### config.mk
export PLATFORM = sky130hd
export DESIGN_NAME = fp16_mul_normalize
export DESIGN_NICKNAME = d
export VERILOG_FILES = /design/src/rtl/fp16_mul_normalize.sv
export SDC_FILE = /design/constraint.sdc
export NUM_CORES = 1
export LEC_CHECK = 0
export CAP_MARGIN = 20
export CORE_MARGIN = 10
export CORE_UTILIZATION = 48
export CTS_CLUSTER_DIAMETER = 120
export DETAILED_ROUTE_END_ITERATION = 10
export PLACE_DENSITY = 0.78
export SYNTH_ARGS = -nofsm -noshare
export SYNTH_HDL_FRONTEND = slang
export SYNTH_SLANG_ARGS = --single-unit
### constraint.sdc
create_clock -name clk -period 3.04 [get_ports clk]
set_clock_uncertainty 0.05 [all_clocks]
set_input_delay 0.456 -clock clk [delete_from_list [all_inputs] [get_ports clk]]
set_output_delay 0.456 -clock clk [all_outputs]
set_load 0.01 [all_outputs]
### src/rtl/fp16_mul_normalize.sv
// FP16 multiply back end: rebuilds the significand product from the fraction
// product, normalizes, rounds to nearest-even and packs the result.
// Two pipeline stages (operand/product register, output register) with
// valid/ready handshakes on both sides.
module fp16_mul_normalize (
  input  logic        clk,
  input  logic        rst_n,
  input  logic        in_valid,
  output logic        in_ready,
  input  logic [15:0] a_op,
  input  logic [15:0] b_op,
  input  logic [19:0] frac_prod,
  output logic        out_valid,
  input  logic        out_ready,
  output logic [15:0] out_result,
  output logic        out_ovf,
  output logic        out_unf
);

  localparam logic [1:0] CLS_NORM = 2'd0;
  localparam logic [1:0] CLS_ZERO = 2'd1;
  localparam logic [1:0] CLS_INF  = 2'd2;
  localparam logic [1:0] CLS_NAN  = 2'd3;

  // stage 1 registers
  logic              s1_valid_q, s1_valid_d;
  logic [21:0]       s1_p_q, s1_p_d;
  logic [6:0]        s1_e_q, s1_e_d;
  logic [1:0]        s1_cls_q, s1_cls_d;
  logic              s1_sign_q, s1_sign_d;

  // output registers
  logic              out_valid_q, out_valid_d;
  logic [15:0]       out_result_q, out_result_d;
  logic              out_ovf_q, out_ovf_d;
  logic              out_unf_q, out_unf_d;

  logic              s2_adv;
  logic              accept;

  // stage 1 datapath signals
  logic [4:0]        ea, eb;
  logic              a_zero, b_zero, a_inf, b_inf;
  logic [1:0]        cls_in;
  logic [10:0]       fsum;

  // stage 2 datapath signals
  logic [9:0]        m_n, m_r;
  logic              g_n, s_n, rnd;
  logic signed [6:0] e_n, e_r;
  logic [15:0]       res;
  logic              res_ovf, res_unf;

  assign s2_adv    = !out_valid_q || out_ready;
  assign in_ready  = !s1_valid_q || s2_adv;
  assign accept    = in_valid && in_ready;

  assign out_valid  = out_valid_q;
  assign out_result = out_result_q;
  assign out_ovf    = out_ovf_q;
  assign out_unf    = out_unf_q;

  // operand classification and unnormalized significand product
  always_comb begin
    ea     = a_op[14:10];
    eb     = b_op[14:10];
    a_zero = (ea == 5'd0);
    b_zero = (eb == 5'd0);
    a_inf  = (ea == 5'd31);
    b_inf  = (eb == 5'd31);
    fsum   = {1'b0, a_op[9:0]} + {1'b0, b_op[9:0]};
    if ((a_inf && b_zero) || (b_inf && a_zero)) cls_in = CLS_NAN;
    else if (a_inf || b_inf)                    cls_in = CLS_INF;
    else if (a_zero || b_zero)                  cls_in = CLS_ZERO;
    else                                        cls_in = CLS_NORM;
  end

  // stage 1 capture: loads whenever the stage is empty or draining
  always_comb begin
    s1_valid_d = s1_valid_q;
    s1_p_d     = s1_p_q;
    s1_e_d     = s1_e_q;
    s1_cls_d   = s1_cls_q;
    s1_sign_d  = s1_sign_q;
    if (in_ready) begin
      s1_valid_d = in_valid;
      if (in_valid) begin
        // (1+fa)(1+fb) scaled by 2^20: hidden-bit term, cross terms, fraction product
        s1_p_d    = 22'h100000 + {1'b0, fsum, 10'b0} + {2'b00, frac_prod};
        s1_e_d    = {2'b00, ea} + {2'b00, eb} - 7'd15;
        s1_cls_d  = cls_in;
        s1_sign_d = a_op[15] ^ b_op[15];
      end
    end
  end

  // normalize, round-to-nearest-even, and select special results
  always_comb begin
    if (s1_p_q[21]) begin
      m_n = s1_p_q[20:11];
      g_n = s1_p_q[10];
      s_n = |s1_p_q[9:0];
      e_n = s1_e_q + 7'sd1;
    end else begin
      m_n = s1_p_q[19:10];
      g_n = s1_p_q[9];
      s_n = |s1_p_q[8:0];
      e_n = s1_e_q;
    end
    rnd = g_n && (s_n || m_n[0]);
    m_r = m_n + {9'd0, rnd};
    // mantissa carry-out means the significand became exactly 2.0
    e_r = e_n + ((rnd && (m_n == 10'h3ff)) ? 7'sd1 : 7'sd0);

    res_ovf = 1'b0;
    res_unf = 1'b0;
    case (s1_cls_q)
      CLS_NAN:  res = 16'h7E00;
      CLS_INF:  res = {s1_sign_q, 15'h7C00};
      CLS_ZERO: res = {s1_sign_q, 15'h0000};
      default: begin
        if (e_r >= 7'sd31) begin
          res     = {s1_sign_q, 15'h7C00};
          res_ovf = 1'b1;
        end else if (e_r <= 7'sd0) begin
          res     = {s1_sign_q, 15'h0000};
          res_unf = 1'b1;
        end else begin
          res = {s1_sign_q, e_r[4:0], m_r};
        end
      end
    endcase
  end

  // output register: holds while the consumer stalls
  always_comb begin
    out_valid_d  = out_valid_q;
    out_result_d = out_result_q;
    out_ovf_d    = out_ovf_q;
    out_unf_d    = out_unf_q;
    if (s2_adv) begin
      out_valid_d = s1_valid_q;
      if (s1_valid_q) begin
        out_result_d = res;
        out_ovf_d    = res_ovf;
        out_unf_d    = res_unf;
      end
    end
  end

  // pipeline state
  always_ff @(posedge clk or negedge rst_n) begin
    if (!rst_n) begin
      s1_valid_q   <= 1'b0;
      s1_p_q       <= '0;
      s1_e_q       <= '0;
      s1_cls_q     <= CLS_NORM;
      s1_sign_q    <= 1'b0;
      out_valid_q  <= 1'b0;
      out_result_q <= 16'h0000;
      out_ovf_q    <= 1'b0;
      out_unf_q    <= 1'b0;
    end else begin
      s1_valid_q   <= s1_valid_d;
      s1_p_q       <= s1_p_d;
      s1_e_q       <= s1_e_d;
      s1_cls_q     <= s1_cls_d;
      s1_sign_q    <= s1_sign_d;
      out_valid_q  <= out_valid_d;
      out_result_q <= out_result_d;
      out_ovf_q    <= out_ovf_d;
      out_unf_q    <= out_unf_d;
    end
  end

endmodule

* Yosys cells after proc, flatten, opt, wreduce, memory -nomap -nowiden
Cells that the tools add are included.
Word-level totals: register bits after elaboration 52, latch bits 0, bits in writable memories 0, memory bits (read-only) 0, input port bits 56, output and inout port bits 20, word-level logic and storage cells 61, memories kept 0
Operators by class: $add $sub $neg 8, multipliers 0, div/mod/pow operators 0, order comparisons 2, eq/ne operators 6, shift operators 0, muxes and demuxes 16, bitwise operators 1, reduce and logical (&&, ||, !) cells 19
Operators with widths (number):
- $pmux W16 S3 | 1
- $mux W15 | 2
- $add A21 B21 Y22 const A | 1
- $add A22 B20 Y22 | 1
- $add A10 B10 Y11 | 1
- $add A10 B1 Y10 | 1
- $eq A10 B10 Y1 const B | 1
- $eq A5 B5 Y1 const B | 2
- $logic_not A5 Y1 | 2
- $mux W10 | 1
- $reduce_or A10 Y1 | 1
- $mux W1 | 9
- $reduce_or A9 Y1 | 1
- $add A7 B1 Y7 const B | 1
- $add A7 B2 Y7 | 1
- $ge A7 B6 Y1 const B | 1
- $le A7 B1 Y1 const B | 1
- $mux W7 | 1
- $sub A6 B4 Y7 const B | 1
- $add A5 B5 Y6 | 1
- $logic_or A1 B1 Y1 | 6
- $eq A2 B2 Y1 const B | 2
- $logic_and A1 B1 Y1 | 4
- $mux W2 | 2
- 5 further kinds | 7

* Depth between registers and ports, before layout
depth after elaboration 11, mapped depth 14

* Least setup slack after synthesis
OpenSTA, ideal clock, no wires.
path kind input to register, start input port a_op[0], end register s1_p_q[20], library setup time 95 ps, arrival time 3026 ps, data required time 2895 ps, slack -132 ps, stages on the path 13, path buffers 0, cells stage by stage ha_1 fa_1 a21oi_1 o21ai_1 or4_1 a31oi_1 xnor2_1 ha_1 o21ai_0 a21oi_1 o21ai_0 and3_1 o31ai_1
On the way: cells in the longest elaborated chain, start to end 3
Ends and longest elaborated chain:
- start, declared | RTL line 10 | input logic [15:0] a_op,
- $add A10 B10 Y11 | RTL line 71 | fsum = {1'b0, a_op[9:0]} + {1'b0, b_op[9:0]};
- $add A21 B21 Y22 | RTL line 89 | s1_p_d = 22'h100000 + {1'b0, fsum, 10'b0} + {2'b00, frac_prod};
- $add A22 B20 Y22 | RTL line 89
- end signal, assigned | RTL line 165 | s1_p_q <= s1_p_d;
- end, declared | RTL line 27 | logic [21:0] s1_p_q, s1_p_d;
Every way passes these cells. A chain may end at the register's enable or synchronous reset.

* Worst setup path in the final report
start register s1_p_q[21], end register out_result_q[3] (netlist: out_result[3])
On the way: cells in the longest elaborated chain, start to end 10, elaborated cells on any way between the ends 16, classes of those cells add/sub (2); order compare (2); eq/ne (1); mux (8); reduce/logical (3)
Ends and longest elaborated chain:
- branches (longest 8 deep; another with $add A7 B2 Y7)
- $mux W15 (*) | RTL line 122 | if (e_r >= 7'sd31) begin
- $pmux W16 S3 (*) | RTL line 117 | case (s1_cls_q)
- end signal, assigned | RTL line 170 | out_result_q <= out_result_d;
- end, declared | RTL line 34 | logic [15:0] out_result_q, out_result_d;
Every way passes the cells marked *.

==> results.txt <==
Outcome: complete, but fails checks
Failing checks: negative setup slack
Clock latency on the worst-skew pair: 300 ps
Post-synth top area share: 33.5%
First-pass GRT wire length: 15800 µm
Core area: 7810 µm²
Initial antenna violation count: 0
Final Cell Area: 5570 µm²
Dpl cell area: 5120 µm²
Starting density of the core: 49.8%
CTS Buf Count: 5
Clk pin slew, worst setup/hold paths: 100 ps
Synth Warn #: 0
Chip height: 110 µm
Starting DRC count in detailed routing: 129
CP Class: reg2reg
Post-synthesis net count: 502
Final worst setup slack: -26.0 ps
Crit. Startpoint: s1_p_q[21]
Relative slew slack: 60.1%
Hold Crit Class: in2async
Area grow syn2layout: 43.4%
Fin. max-slew vios: 0
Die footprint: 12100 µm²
# setup viols final: 5
GP Congestion: 0.860
Clk sinks: 52
Drt first pass iters: 4
FF-to-FF path depth: 14
Critical Path AT: 3270 ps
GR Util All Layers: 15.7%
Yosys cell types: 60
Clk root buf: clkbuf_8
Async S/R FF share, synth: 100%
Leakage: 2.48 nW
Fmax: 326 MHz
Peak VDD IR: 0.297 mV
Max Cap Viol: 0
Min Tclk post-route: 3070 ps
Mean post-synth cell area: 9.48 µm²
Filler Cells Inserted: 564
Site Rows: 32
Reg2Reg Setup Slack: -30 ps
Synth top area cells: dfrtp_1 33%, ha_1 11%, mux2_2 4.9%
Antenna cells: 0
Antenna-violating nets left: 0
Mapped cell area: 3880 µm²
Share of layout cells above drive strength 1: 26.8%
Chip width: 110 µm
Nets@finish: 639
Per-cell routed wire length: 15.7 µm
Total global routing overflow: 0
Worst Path Required: 3250 ps
Vias in the first global route: 3555
H-tree depth: 2
Port-buffer cells: 75
Crit Path Max Fanout: 8
CTS Buffer Depth: 2
Final hold slack: 96.4 ps
EDFF count, synth: 0
DRC: 0
Tot Pwr: 3.25 mW
Number of vias per cell: 5.45
IO Count: 76
Slew at the pin closest to its max-slew limit: 598 ps
Sequential-to-total area share from yosys stat: 33.5%
Pre-CTS WS: -701 ps
#FFs+latches synth: 52
Period Utilization, post-route: 101%
WL final: 10200 µm
Setup crit end kind: flop
Startpoint Class: flop
Largest net degree at the start of global routing: 44
Final Hold Viols: 0
CTS tree: done
Via count: 3540
Critical R2R Capture: out_result[3]
Area leader, netlist: dfrtp_1
RSZ-0062 raised after global routing: yes
Post-DP HPWL: 7490 µm
Setup TNS: -119 ps
RR Startpoint: s1_p_q[21]
Post-synthesis cell count: 410
Pwr Density: 583 nW/µm²
Most common flop cell mapped by yosys: dfrtp_1
layout make-up:
type	count	area [µm²]	area share, %
clock buffer	5	68.8	1.24
clock inverter	3	22.5	0.404
inverter	14	55.1	0.988
multi-input combinational	327	2690	48.2
sequential	52	1300	23.4
tap	102	128	2.29
timing repair buffer	147	1310	23.5
timing repair:
| item | in CTS | in global routing |
|---|---|---|
| gates cloned | 0 | 1 |
| hold buffers | 0 | 0 |
| setup buffers | 6 | 8 |
| pin swaps | 15 | 30 |
| setup endpoints to repair | 22 | 21 |
| resized for setup | 26 | 41 |
flip-flops by register name (all words and copies together), names as in the netlist:
name        flops
out_ovf         1
out_result     16
out_unf         1
out_valid       1
s1_cls_q        2
s1_e_q          7
s1_p_q         22
s1_sign_q       1
s1_valid_q      1
layout by cell type (no fill, tap or decap), types with 5 or more instances in the layout:
cell / instances
a211oi_1: 5
a21o_1: 7
a21oi_1: 22
a22o_1: 9
buf_4: 67
buf_6: 5
clkbuf_8: 5
clkdlybuf4s50_1: 66
dfrtp_1: 51
ha_1: 26
ha_4: 6
inv_1: 13
mux2_2: 17
mux2i_1: 5
nand2_1: 39
nand2b_1: 14
nand3_1: 7
nor2_1: 20
nor3_1: 6
nor4_1: 5
o21ai_0: 21
o21bai_1: 6
xnor2_1: 16
xor2_1: 10
cells by family (layout without fill, tap and decap cells):
family,after synthesis,after routing,share of synthesized area [%]
adder cells (fa/ha/maj),36,36,12.2
AO/OA/AOI/OAI,112,112,19.9
flip-flops,52,52,33.5
AND/OR/NAND/NOR,126,126,17.0
XOR/XNOR,29,29,7.02
buffers and inverters,31,169,3.64
multiplexers,24,24,6.73
worst max-delay path by stage:
stage	endpoint	slack, ps	depth (start not counted)
after floorplan	s1_p_q[20]	5	13
after global placement	s1_p_q[20]	-560	14
after detailed placement	s1_p_q[20]	-700	14
after CTS	out_result[7]	2	14
after global routing	out_result[3]	-110	14
final	out_result[3]	-30	14
routing by layer:
layer / up-vias / global-route usage (%) / share of wire, %
li1: 1755 / - / -
met1: 1678 / 19.2 / 41
met2: 94 / 27.3 / 51
met3: 13 / 3.04 / 6.1
met4: 0 / 4.18 / 1.6
met5: - / 0 / 0
per-stage QoR:
step                      cells  utilization [%]
after floorplan             410                -
after global placement      627             65.6
after detailed placement    627             65.6
after CTS                   641             68.4
after global routing        650             71.3
final                       650             71.3
power breakdown:
part           internal [mW]  switching (mW)
registers              0.877           0.185
logic                  0.970           0.807
clock network          0.166           0.240
total                   2.01            1.23
cells in the mapped netlist (all sizes together) (5+ instances only):
library cell,instances
dfrtp,52
a21oi,27
a22o,9
o21bai,6
mux2,17
nor4,6
nand3,8
nor2,21
o21ai,27
a211oi,5
mux2i,7
a21o,7
clkbuf,12
and2,5
o31ai,5
a31oi,7
nand2,41
ha,33
inv,14
xor2,11
buf,5
nor3,7
xnor2,18
nand2b,16
critical path, stage by stage (launching register included):
cell	delay [ps]
dfrtp_2	480
buf_6	130
nand2_2	60
a21boi_4	190
nand3_2	120
nor3b_4	250
ha_4	210
inv_4	50
o31ai_4	270
nor4_1	80
nor3_1	320
a21o_1	190
nor3b_4	280
buf_2	200
a22o_1	120
Power figures use the tool's default switching activity.
